[src/rtl/io_port_unit.sv]
// Buffered I/O port: a DEPTH-entry output FIFO drained over valid/ready, and a
// one-entry input holding register filled over valid/ready and read by the datapath.
module io_port_unit #(
    parameter int WIDTH = 16,
    parameter int DEPTH = 4
) (
    input  logic                     CLK,
    input  logic                     Reset,
    input  logic                     OutputWrite,
    input  logic [WIDTH-1:0]         OutData,
    input  logic                     InRead,
    output logic [WIDTH-1:0]         InData,
    output logic                     InEmpty,
    input  logic                     ClearFlags,
    output logic [WIDTH-1:0]         ext_out_data,
    output logic                     ext_out_valid,
    input  logic                     ext_out_ready,
    input  logic [WIDTH-1:0]         ext_in_data,
    input  logic                     ext_in_valid,
    output logic                     ext_in_ready,
    output logic [$clog2(DEPTH):0]   OutCount,
    output logic                     Overflow,
    output logic                     Underflow
);

    localparam int AW = $clog2(DEPTH);
    localparam int CW = AW + 1;
    localparam logic [CW-1:0] FULL_CNT = CW'(DEPTH);

    logic [DEPTH-1:0][WIDTH-1:0] mem;
    logic [AW-1:0]               rd_ptr;
    logic [AW-1:0]               wr_ptr;
    logic [CW-1:0]               count;

    logic full;
    logic pop;
    logic push;
    logic push_drop;

    assign full      = (count == FULL_CNT);
    assign pop       = ext_out_valid && ext_out_ready;
    // A pop frees the head slot in the same cycle, so a full FIFO still takes a push.
    assign push      = OutputWrite && (!full || pop);
    assign push_drop = OutputWrite && full && !pop;

    assign ext_out_valid = (count != '0);
    assign ext_out_data  = mem[rd_ptr];
    assign OutCount      = count;

    always_ff @(posedge CLK or negedge Reset) begin
        if (!Reset) begin
            mem <= '0;
        end else if (push) begin
            mem[wr_ptr] <= OutData;
        end
    end

    always_ff @(posedge CLK or negedge Reset) begin
        if (!Reset) begin
            rd_ptr <= '0;
            wr_ptr <= '0;
            count  <= '0;
        end else begin
            if (pop)  rd_ptr <= rd_ptr + AW'(1);
            if (push) wr_ptr <= wr_ptr + AW'(1);
            unique case ({push, pop})
                2'b10:   count <= count + CW'(1);
                2'b01:   count <= count - CW'(1);
                default: count <= count;
            endcase
        end
    end

    logic [WIDTH-1:0] hold;
    logic             hold_empty;
    logic             cap;
    logic             read_empty;

    // Ready looks through a same-cycle read so capture and read can stream back to back.
    assign ext_in_ready = hold_empty || InRead;
    assign cap          = ext_in_valid && ext_in_ready;
    assign read_empty   = InRead && hold_empty;
    assign InData       = hold;
    assign InEmpty      = hold_empty;

    always_ff @(posedge CLK or negedge Reset) begin
        if (!Reset) begin
            hold       <= '0;
            hold_empty <= 1'b1;
        end else begin
            if (cap) begin
                hold       <= ext_in_data;
                hold_empty <= 1'b0;
            end else if (InRead) begin
                hold_empty <= 1'b1;
            end
        end
    end

    // Sticky flags: a new error in the same cycle as ClearFlags keeps the flag set.
    always_ff @(posedge CLK or negedge Reset) begin
        if (!Reset) begin
            Overflow  <= 1'b0;
            Underflow <= 1'b0;
        end else begin
            if (push_drop)       Overflow <= 1'b1;
            else if (ClearFlags) Overflow <= 1'b0;
            if (read_empty)      Underflow <= 1'b1;
            else if (ClearFlags) Underflow <= 1'b0;
        end
    end

endmodule

[config.mk]
export PLATFORM = sky130hd
export DESIGN_NAME = io_port_unit
export DESIGN_NICKNAME = d
export VERILOG_FILES = /design/src/rtl/io_port_unit.sv
export SDC_FILE = /design/constraint.sdc
export NUM_CORES = 1
export LEC_CHECK = 0
export ABC_AREA = 1
export BUFFER_PORTS_ARGS = -buffer_cell sky130_fd_sc_hd__buf_4
export CAP_MARGIN = 0
export CORE_MARGIN = 2
export CORE_UTILIZATION = 59
export CTS_CLUSTER_DIAMETER = 50
export CTS_CLUSTER_SIZE = 14
export DETAILED_ROUTE_END_ITERATION = 16
export PLACE_DENSITY = 0.84
export SETUP_SLACK_MARGIN = 0.5
export SYNTH_ARGS = -nofsm -noshare
export SYNTH_HDL_FRONTEND = slang
export SYNTH_SLANG_ARGS = --single-unit
[constraint.sdc]
create_clock -name CLK -period 2.09 [get_ports CLK]
set_input_delay 0.1045 -clock CLK [delete_from_list [all_inputs] [get_ports CLK]]
set_output_delay 0.1045 -clock CLK [all_outputs]
set_load 0.02 [all_outputs]
==> results.json <==
{
  "setup_viol": 0,
  "ioPinCount": 79,
  "period_minus_slack_ps": 1638,
  "grt_pass1_wl_um": 18230,
  "area_growth_pct": 36.52,
  "first_pass_iters": 5,
  "avgSynthCellArea_sq_um": 8.923,
  "cts.path.max_buffers": 2,
  "die_w_um": 87.68,
  "overflow": 0,
  "worst-path-max-fanout": 8,
  "ys_warn_count": 0,
  "r2r_slack_ps": 510,
  "grt_use_total_pct": 31.71,
  "grt_max_degree": 46,
  "cp_slowest_cell": "dfrtp_2",
  "place_congestion": 0.8324,
  "synthTopCellsByArea": "dfrtp_1 54%, nand2_1 13%, o21ai_0 11%",
  "start_util_pct": 60.81,
  "die_area_sq_mm": 0.007688,
  "crit_type": "flop to output pin",
  "max_freq_mhz": 610.6,
  "htree_levels": 3,
  "run_status": "completed",
  "wl_per_cell_um": 18.69,
  "placedCellCount": 624,
  "remaining_drc_errors": 0,
  "crit_family": "flip-flops",
  "required_ps": 1990,
  "end_kind": "output pin",
  "viasPerCell": 5.787,
  "crit_chain": "clkinv_4, buf_6, nor2_1, o22ai_1, buf_4",
  "vias": 3993,
  "cts_sinks": 90,
  "antenna_left": 0,
  "design.core.area_sq_mm": 0.006794,
  "crit_path_start_kind": "flop",
  "cts-root-buf": "clkbuf_8",
  "report.final.hold_viol_count": 0,
  "synth_area_leader_cell": "dfrtp_1",
  "p_leak_nw": 2.738,
  "die_h_um": 87.68,
  "syn_nets": 507,
  "slew-limit-headroom_pct": 69.90,
  "synth_cell_types": 25,
  "syn_area_sq_mm": 0.004131,
  "finalWirelength_um": 12900,
  "clk_latency_ps": 370,
  "vdd.ir_drop.worst_mv": 0.9252,
  "synth_top_area_share_pct": 53.91,
  "stdcell_count": 690,
  "layout.nets": 633,
  "hold_class": "primary input to flop",
  "fin_crit_sh_pct": 78.36,
  "antenna_cells": 0,
  "place_area_sq_mm": 0.004813,
  "io_buffers": 78,
  "antenna_found_initial": 0,
  "dp_hpwl_um": 6703,
  "path_buf_inv": 3,
  "slew_violations": 0,
  "worstMarginPinSlew_ps": 450.5,
  "ys_ff_latch": 90,
  "synth_cells": 463,
  "powerDensity_mw_per_mm2": 1521,
  "fin_tns_setup_ps": 0,
  "timing.clock.skew_ps": 15.02,
  "drive_gt1_share_pct": 27.10,
  "design_area_sq_mm": 0.005640,
  "cap_violations": 0,
  "arrival_ps": 1530,
  "num_rows": 30,
  "first_global_vias": 3741,
  "rsz0062_at_grt": "true",
  "cts_tree": "done",
  "clk_transition_reported_paths_ps": 100,
  "yosysSeqAreaShare_pct": 54.54,
  "crit_path_max_incr_delay_ps": 470,
  "drt_iter0_markers": 461,
  "cts_inserted_buffers": 9
}
## stage by stage
stage | hold WS, ps | power (mW) | worst slack (ps) | util, %
2_1_floorplan | -191.1 | 5.077 | 503.8 | -
3_3_place_gp | 43.96 | 6.274 | 603.0 | 70.85
3_5_place_dp | 48.96 | 6.447 | 516.1 | 70.85
4_1_cts | 48.37 | 8.016 | 480.4 | 80.46
5_1_grt | 155.9 | 9.041 | 405.5 | 83.02
6_report | 151.3 | 8.580 | 452.3 | 83.02
## routing by layer
| layer | vias up | GRT usage (%) | part of all wire (%) |
|---|---|---|---|
| li1 | 1782 | - | - |
| met1 | 1893 | 37.75 | 36 |
| met2 | 258 | 55.58 | 52 |
| met3 | 60 | 6.409 | 7.8 |
| met4 | 0 | 14.27 | 4.6 |
| met5 | - | 0 | 0 |
## timing repair
action                                 4_1_cts  5_1_grt
resized for setup                           14       30
setup endpoints to repair                   18       73
hold buffers                                36        0
gates cloned                                 1        1
endpoints found under the hold margin      109        0
buffers inserted                             2       10
pin swaps                                    1        5
## worst paths after layout
check,from,end,depth (start not counted)
max,rd_ptr[0],ext_out_data[3],5
min,OutputWrite,Overflow,3
max reg2reg,OutCount[2],OutCount[2],9
min reg2reg,mem[13],mem[13],2
max in group asynchronous,Reset,mem[54],3
min in group asynchronous,Reset,InData[10],2
## registers in the layout (all words and copies together) (netlist names)
signal and count:
Underflow 1, rd_ptr 2, wr_ptr 2, Overflow 1, InData 16, OutCount 3, InEmpty 1, mem 64
## Yosys cell counts (all sizes together)
cell / number
dfrtp: 89
clkbuf: 11
nand2: 139
inv: 20
dfstp: 1
nor2: 41
fa: 1
o21ai: 97
buf: 13
nand3: 6
a21oi: 3
xor2: 3
ha: 4
o22ai: 18
mux2: 16
nand4: 1
## power breakdown
group	internal, mW	leakage (nW)	switching, mW
clock	0.686	0.115	0.676
sequential	2.44	1.10	0.437
combinational	1.74	1.52	2.61
## cell type report
| class | count | area, sq um |
|---|---|---|
| timing repair buffer | 139 | 1257 |
| multi-input combinational | 329 | 1690 |
| tap | 96 | 120.1 |
| clock buffer | 9 | 123.9 |
| clock inverter | 7 | 102.6 |
| fill | 401 | 1154 |
| sequential | 90 | 2258 |
| inverter | 20 | 87.58 |
## logic make-up after synthesis
logic type	after synthesis	synth area share (%)
xor gates and xnor gates	3	0.8179
buffers and inverters	44	5.209
AOI/OAI and AO/OA	118	14.93
adders and majority gates	5	1.696
DFF	90	54.54
and+or+nand+nor	187	18.44
muxes	16	4.361
## cell usage in the layout (no fill, tap or decap), drive strengths merged, types with 2 or more instances in the layout
| cell type | n |
|---|---|
| nand2 | 139 |
| buf | 101 |
| clkinvlp | 2 |
| xor2 | 3 |
| dlygate4sd3 | 36 |
| dfrtp | 89 |
| inv | 18 |
| clkinv | 5 |
| clkbuf | 11 |
| ha | 4 |
| mux2 | 16 |
| a21oi | 3 |
| bufinv | 2 |
| nand3 | 6 |
| o21ai | 97 |
| nor2 | 41 |
| o22ai | 18 |
## worst min-delay path: stages
cell     delay [ps]
buf_4           140
inv_1           120
o22ai_1         110
(Power assumes the default switching activity.)
